`src/rtl/path_list.sv`:
```
// rtl/path_list.sv - move-history buffer with push/pop backtrack and LIFO/FIFO stream replay
module path_list #(
  parameter int MAX_LENGTH = 256,
  parameter int WIDTH      = 2,
  parameter int PTR_W      = $clog2(MAX_LENGTH)
) (
  input  logic             clk,
  input  logic             rst,
  input  logic             init,
  input  logic             push,
  input  logic             pop,
  input  logic [WIDTH-1:0] data_in,
  input  logic             rd_start,
  input  logic             rd_mode,
  input  logic             out_ready,
  output logic             out_valid,
  output logic [WIDTH-1:0] data_out,
  output logic             out_last,
  output logic             rd_busy,
  output logic             rd_done,
  output logic [PTR_W:0]   length,
  output logic             full,
  output logic             empty,
  output logic             overflow
);

  localparam int LEN_W = PTR_W + 1;
  localparam logic [0:0] IDLE = 1'b0;
  localparam logic [0:0] READ = 1'b1;

  logic [WIDTH-1:0] mem [MAX_LENGTH];
  logic [0:0]       state;
  logic             mode;
  logic [PTR_W-1:0] rd_idx;
  logic [PTR_W-1:0] wr_ptr;
  logic [PTR_W-1:0] top_ptr;
  logic [PTR_W-1:0] nxt_idx;
  logic [PTR_W-1:0] last_idx;
  logic [PTR_W-1:0] wr_addr;
  logic             do_write;
  logic             xfer;

  assign full     = (length == LEN_W'(MAX_LENGTH));
  assign empty    = (length == '0);
  assign rd_busy  = (state == READ);
  assign xfer     = out_valid && out_ready;
  assign wr_ptr   = PTR_W'(length);
  assign top_ptr  = PTR_W'(length - LEN_W'(1));
  assign nxt_idx  = mode ? (rd_idx + PTR_W'(1)) : (rd_idx - PTR_W'(1));
  assign last_idx = mode ? top_ptr : '0;

  // push&&pop on a non-empty list rewrites the newest entry in place
  always_comb begin
    do_write = 1'b0;
    wr_addr  = wr_ptr;
    if (state == IDLE && !init && push) begin
      if (pop && !empty) begin
        do_write = 1'b1;
        wr_addr  = top_ptr;
      end else if (!full) begin
        do_write = 1'b1;
      end
    end
  end

  always_ff @(posedge clk) begin
    if (do_write) mem[wr_addr] <= data_in;
  end

  always_ff @(posedge clk or negedge rst) begin
    if (!rst) begin
      state     <= IDLE;
      mode      <= 1'b0;
      rd_idx    <= '0;
      out_valid <= 1'b0;
      data_out  <= '0;
      out_last  <= 1'b0;
      rd_done   <= 1'b0;
      length    <= '0;
      overflow  <= 1'b0;
    end else begin
      rd_done <= 1'b0;
      if (init) begin
        state     <= IDLE;
        mode      <= 1'b0;
        rd_idx    <= '0;
        out_valid <= 1'b0;
        data_out  <= '0;
        out_last  <= 1'b0;
        length    <= '0;
        overflow  <= 1'b0;
      end else if (state == IDLE) begin
        if (push && pop) begin
          if (empty) length <= length + LEN_W'(1);
        end else if (push) begin
          if (!full) length <= length + LEN_W'(1);
          else       overflow <= 1'b1;
        end else if (pop) begin
          if (!empty) length <= length - LEN_W'(1);
        end else if (rd_start) begin
          if (empty) begin
            rd_done <= 1'b1;
          end else begin
            state     <= READ;
            mode      <= rd_mode;
            out_valid <= 1'b1;
            rd_idx    <= rd_mode ? '0 : top_ptr;
            data_out  <= mem[rd_mode ? '0 : top_ptr];
            out_last  <= (length == LEN_W'(1));
          end
        end
      end else if (xfer) begin
        if (out_last) begin
          state     <= IDLE;
          out_valid <= 1'b0;
          out_last  <= 1'b0;
          rd_done   <= 1'b1;
        end else begin
          rd_idx   <= nxt_idx;
          data_out <= mem[nxt_idx];
          out_last <= (nxt_idx == last_idx);
        end
      end
    end
  end

endmodule
```
`config.mk`:
```
export PLATFORM = sky130hd
export DESIGN_NAME = path_list
export DESIGN_NICKNAME = d
export VERILOG_FILES = /design/src/rtl/path_list.sv
export SDC_FILE = /design/constraint.sdc
export NUM_CORES = 1
export LEC_CHECK = 0
export BUFFER_PORTS_ARGS = -buffer_cell sky130_fd_sc_hd__buf_4
export CORE_UTILIZATION = 45
export CTS_BUF_LIST = sky130_fd_sc_hd__clkbuf_4
export CTS_CLUSTER_SIZE = 28
export DETAILED_ROUTE_END_ITERATION = 16
export GPL_ROUTABILITY_DRIVEN = 0
export PLACE_DENSITY = 0.58
export SLEW_MARGIN = 20
export SYNTH_ARGS = -nofsm -noshare
export SYNTH_HDL_FRONTEND = slang
export SYNTH_SLANG_ARGS = --single-unit
export TNS_END_PERCENT = 50
```
`constraint.sdc`:
```
create_clock -name clk -period 5.3 [get_ports clk]
set_input_delay 0.795 -clock clk [delete_from_list [all_inputs] [get_ports clk]]
set_output_delay 0.795 -clock clk [all_outputs]
set_load 0.05 [all_outputs]
```
==> tab_implementation.tex <==
\begin{tabular}{lr}
\hline
Metric & Value \\
\hline
\multicolumn{2}{l}{\textbf{Power and ir drop}} \\
\quad Leak & 10.0 nW \\
\quad Cell-internal power & 10.7 mW \\
\quad Power per unit of standard cell area & 667 mW/mm2 \\
\quad Part of the total power dissipated in the clock network & 0.178 \\
\quad Switching component of the power & 10.1 mW \\
\quad Sw Share & 0.485 \\
\quad Gate power share & 0.583 \\
\quad Worst IR Drop VDD & 0.572 mV \\
\quad Sequential power share & 0.239 \\
\multicolumn{2}{l}{\textbf{Routing}} \\
\quad Vias & 21000 \\
\quad Number of remaining DRC errors & 0 \\
\quad Sum of routed wire length over all layers & 96000 um \\
\quad Vias per cell & 6.52 \\
\quad Post-detailed-route wirelength per cell & 29.8 um \\
\quad First-pass iteration count of the detailed router & 8 \\
\quad Antenna violation net count after detailed routing & 0 \\
\quad Initial detailed-routing violation count & 2525 \\
\multicolumn{2}{l}{\textbf{Critical path}} \\
\quad Worst-path cell chain & nor4\_2 > nand3\_1 > o2111a\_1 > nand3\_1 > o31ai\_1 > nand2\_1 > nor2\_1 \\
\quad Highest cell delay on the worst timing path & 1.01 ns \\
\quad Crit end category & register \\
\quad Internal reg-to-reg setup slack & 0.63 ns \\
\quad Worst endpoint data arrival time & 5.30 ns \\
\quad Crit path max-delay cell type & sky130\_fd\_sc\_hd\_\_o31ai\_1 \\
\quad Maximum net fanout on the critical path & 17 \\
\quad Crit Path Class & reg -> reg \\
\quad Data required time of the critical path & 5.94 ns \\
\quad Most common cell type on the critical path & sky130\_fd\_sc\_hd\_\_nand3\_1 \\
\quad Critical Path Start Type & register \\
\multicolumn{2}{l}{\textbf{Synth}} \\
\quad Synthesized Nets & 2234 \\
\quad Number of library cell types mapped by synthesis & 80 \\
\quad Number of enable flip-flop cells after synthesis & 512 \\
\quad Main synth FF type & sky130\_fd\_sc\_hd\_\_edfxtp\_1 \\
\quad Part of the Yosys area used for sequential elements & 0.569 \\
\quad Number of storage elements in the synthesis netlist & 537 \\
\quad Ys Warns & 0 \\
\quad Mean instance size in the synthesized netlist & 12.7 um2 \\
\quad Area share of the largest cell type after synthesis & 0.546 \\
\quad Netlist Area Pre-Place & 0.0281 mm2 \\
\quad Syn Inst Count & 2213 \\
\quad Top post-synthesis cells by area & sky130\_fd\_sc\_hd\_\_edfxtp\_1 55\%, sky130\_fd\_sc\_hd\_\_mux4\_2 14\%, sky130\_fd\_sc\_hd\_\_nor2\_1 4.3\% \\
\quad Dominant cell type by area after synthesis & sky130\_fd\_sc\_hd\_\_edfxtp\_1 \\
\quad Proportion of register bits with asynchronous set or reset after synthesis & 0.0466 \\
\multicolumn{2}{l}{\textbf{Global route}} \\
\quad Number of global-route vias before repair & 20800 \\
\quad Largest net degree at the start of global routing & 147 \\
\quad GR Overflow Total & 0 \\
\quad First-pass GRT wire length & 139000 um \\
\quad Initial antenna violation count & 3 \\
\quad Overall fraction of global-route tracks in use & 0.306 \\
\multicolumn{2}{l}{\textbf{Floorplanning}} \\
\quad Core area & 0.0617 mm2 \\
\quad Initial cell density of the core & 0.456 \\
\quad Die ar. & 0.0635 mm2 \\
\quad Die boundary width & 252 um \\
\quad Total number of placement rows & 91 \\
\quad Die Y & 252 um \\
\quad Number of placed I/O pins & 28 \\
\multicolumn{2}{l}{\textbf{Cells and area}} \\
\quad Area added between synthesis and finish & 10.8\% \\
\quad Nets & 2294 \\
\quad Layout cell share with drive strength beyond 1 & 0.233 \\
\quad Fin cells & 3216 \\
\quad Share of the core filled with cells & 0.505 \\
\multicolumn{2}{l}{\textbf{STA}} \\
\quad Highest Clock Rate & 0.214 GHz \\
\quad Worst relative slew slack & 0.203 \\
\quad RSZ-0062 raised after global routing & no \\
\quad Pins Over Slew Limit & 0 \\
\quad Part of the cycle the worst path needs & 0.881 \\
\quad Number of hold violations in the final report & 0 \\
\quad Final setup violation count & 0 \\
\quad Min Tclk post-route & 4.67 ns \\
\quad Clk\_skew & 0.0675 ns \\
\quad Transition time at the pin with the least slew margin & 1.19 ns \\
\quad Post-route setup TNS & 0 ns \\
\multicolumn{2}{l}{\textbf{CTS}} \\
\quad Number of resized instances in the post-cts repair step & 0 \\
\quad Post-CTS setup-driven buffer insertion count & 0 \\
\quad CTS Buffer Depth & 3 \\
\quad Clk sink count & 537 \\
\quad Clock slew at reported path FFs & 0.06 ns \\
\quad Number of H-tree levels & 4 \\
\quad Cell chosen for the clock root & sky130\_fd\_sc\_hd\_\_clkbuf\_4 \\
\quad Skew-Pair Late Insertion Delay & 1.00 ns \\
\quad Number of buffers inserted for hold repair after clock tree synthesis & 1 \\
\quad Inserted Clock Buffers & 147 \\
\quad CTS tree & built \\
\multicolumn{2}{l}{\textbf{Job}} \\
\quad Count of maximum capacitance violations & 0 \\
\multicolumn{2}{l}{\textbf{Place}} \\
\quad Number of cells after detailed placement & 2960 \\
\quad I/O Buffers & 27 \\
\quad HPWL Detailed & 57000 um \\
\multicolumn{2}{l}{\textbf{Outcome}} \\
\quad Result of the run & completed \\
\multicolumn{2}{l}{\textbf{Hold path}} \\
\quad Hold WC Path Type & in -> reg \\
\hline
\end{tabular}
-- final timing paths --
path / startpoint / end / cells after the start
worst max-delay path: length[2] / mem[214][1] / 7
worst min-delay path: rd_start / rd_done / 3
worst max register to register: length[2] / mem[214][1] / 7
worst min register to register: overflow / overflow / 2
max in group asynchronous: rst / data_out[0] / 2
min in group asynchronous: rst / length[0] / 2
-- cell type report --
type / instances / area (um2)
fillers: 5403 / 30500
flip-flops and latches: 537 / 16000
multi-input cells: 1468 / 11300
clock buffers: 209 / 1570
well taps: 837 / 1050
repair buffers: 104 / 941
clock inverters: 45 / 255
inverters: 15 / 56.3
diodes: 1 / 2.50
-- cell usage after synthesis (29+ instances only) --
master and number:
sky130_fd_sc_hd__nand3_1 90, sky130_fd_sc_hd__mux4_2 173, sky130_fd_sc_hd__clkbuf_1 95, sky130_fd_sc_hd__a221oi_1 63
sky130_fd_sc_hd__edfxtp_1 512, sky130_fd_sc_hd__a21oi_1 80, sky130_fd_sc_hd__nand2_1 292, sky130_fd_sc_hd__mux2i_1 69
sky130_fd_sc_hd__o21ai_0 40, sky130_fd_sc_hd__buf_2 71, sky130_fd_sc_hd__a211oi_1 29, sky130_fd_sc_hd__nor2_1 319
sky130_fd_sc_hd__nor3_1 31
-- placed cells by master (no fill, tap or decap), types with 13 or more instances in the layout --
cell type                  instances
sky130_fd_sc_hd__nand2_1         292
sky130_fd_sc_hd__a311oi_1         25
sky130_fd_sc_hd__o31ai_1          14
sky130_fd_sc_hd__mux2_2           17
sky130_fd_sc_hd__buf_4            89
sky130_fd_sc_hd__o21ai_0          40
sky130_fd_sc_hd__nor2_1          317
sky130_fd_sc_hd__a211oi_1         28
sky130_fd_sc_hd__a21oi_1          80
sky130_fd_sc_hd__mux4_2          173
sky130_fd_sc_hd__a31oi_1          27
sky130_fd_sc_hd__nor3_1           31
sky130_fd_sc_hd__nand3_1          90
sky130_fd_sc_hd__inv_1            13
sky130_fd_sc_hd__clkbuf_4        209
sky130_fd_sc_hd__clkinv_1         27
sky130_fd_sc_hd__mux2i_1          69
sky130_fd_sc_hd__dfrtp_1          23
sky130_fd_sc_hd__nor2b_1          15
sky130_fd_sc_hd__edfxtp_1        512
sky130_fd_sc_hd__a221oi_1         63
-- critical path: cells and delay by family (launching register included) --
| kind | cells | cell delay, ns |
|---|---|---|
| flops | 1 | 0.89 |
| compound gates | 2 | 1.61 |
| simple gates | 5 | 1.81 |
-- through the flow --
stage | setup slack [ns] | total power, mW | hold WS, ns | cell area, um2
finish | 0.633 | 20.8 | 0.115 | 31200
CTS | 0.760 | 20.5 | 0.0298 | 31200
floorplan | 1.01 | 12.2 | 0.453 | 28100
detailed placement | 0.824 | 16.8 | 0.482 | 29300
global placement | 0.900 | 16.7 | 0.469 | 29300
global route | 0.501 | 21.4 | 0.0979 | 31200
-- kinds of logic (layout without fill, tap and decap cells) --
group | Yosys count | in the layout | synth area share
AOI/OAI and AO/OA | 352 | 352 | 0.0882
xor gates and xnor gates | 27 | 27 | 0.00894
adders and majority gates | 11 | 11 | 0.00516
buffers and inverters | 208 | 373 | 0.0342
DFF | 537 | 537 | 0.569
muxes | 260 | 260 | 0.170
other | 0 | 1 | 0
and+or+nand+nor | 818 | 818 | 0.125
-- flip-flops by register name, indices dropped and copies added, names as in the netlist --
signal / flops
length: 9
mode: 1
mem: 512
out_last: 1
rd_idx: 8
data_out: 2
overflow: 1
rd_busy: 1
rd_done: 1
out_valid: 1
-- layer usage --
metal  share of wire  global-route usage  vias to the layer above
met5        0.000094                   0                        -
met4           0.056               0.173                        2
met3            0.11              0.0775                      290
met2            0.45               0.460                     1361
met1            0.38               0.406                    10500
li1                -                   -                     8773
-- power by group through the flow --
stage          registers [mW]  clock network (mW)  logic [mW]
2_1_floorplan            5.04                   0        7.14
3_3_place_gp             5.04                   0        11.7
3_5_place_dp             5.05                   0        11.7
4_1_cts                  4.96                3.77        11.8
5_1_grt                  4.98                3.97        12.5
6_report                 4.96                3.70        12.1
Power figures use the tool's default switching activity.
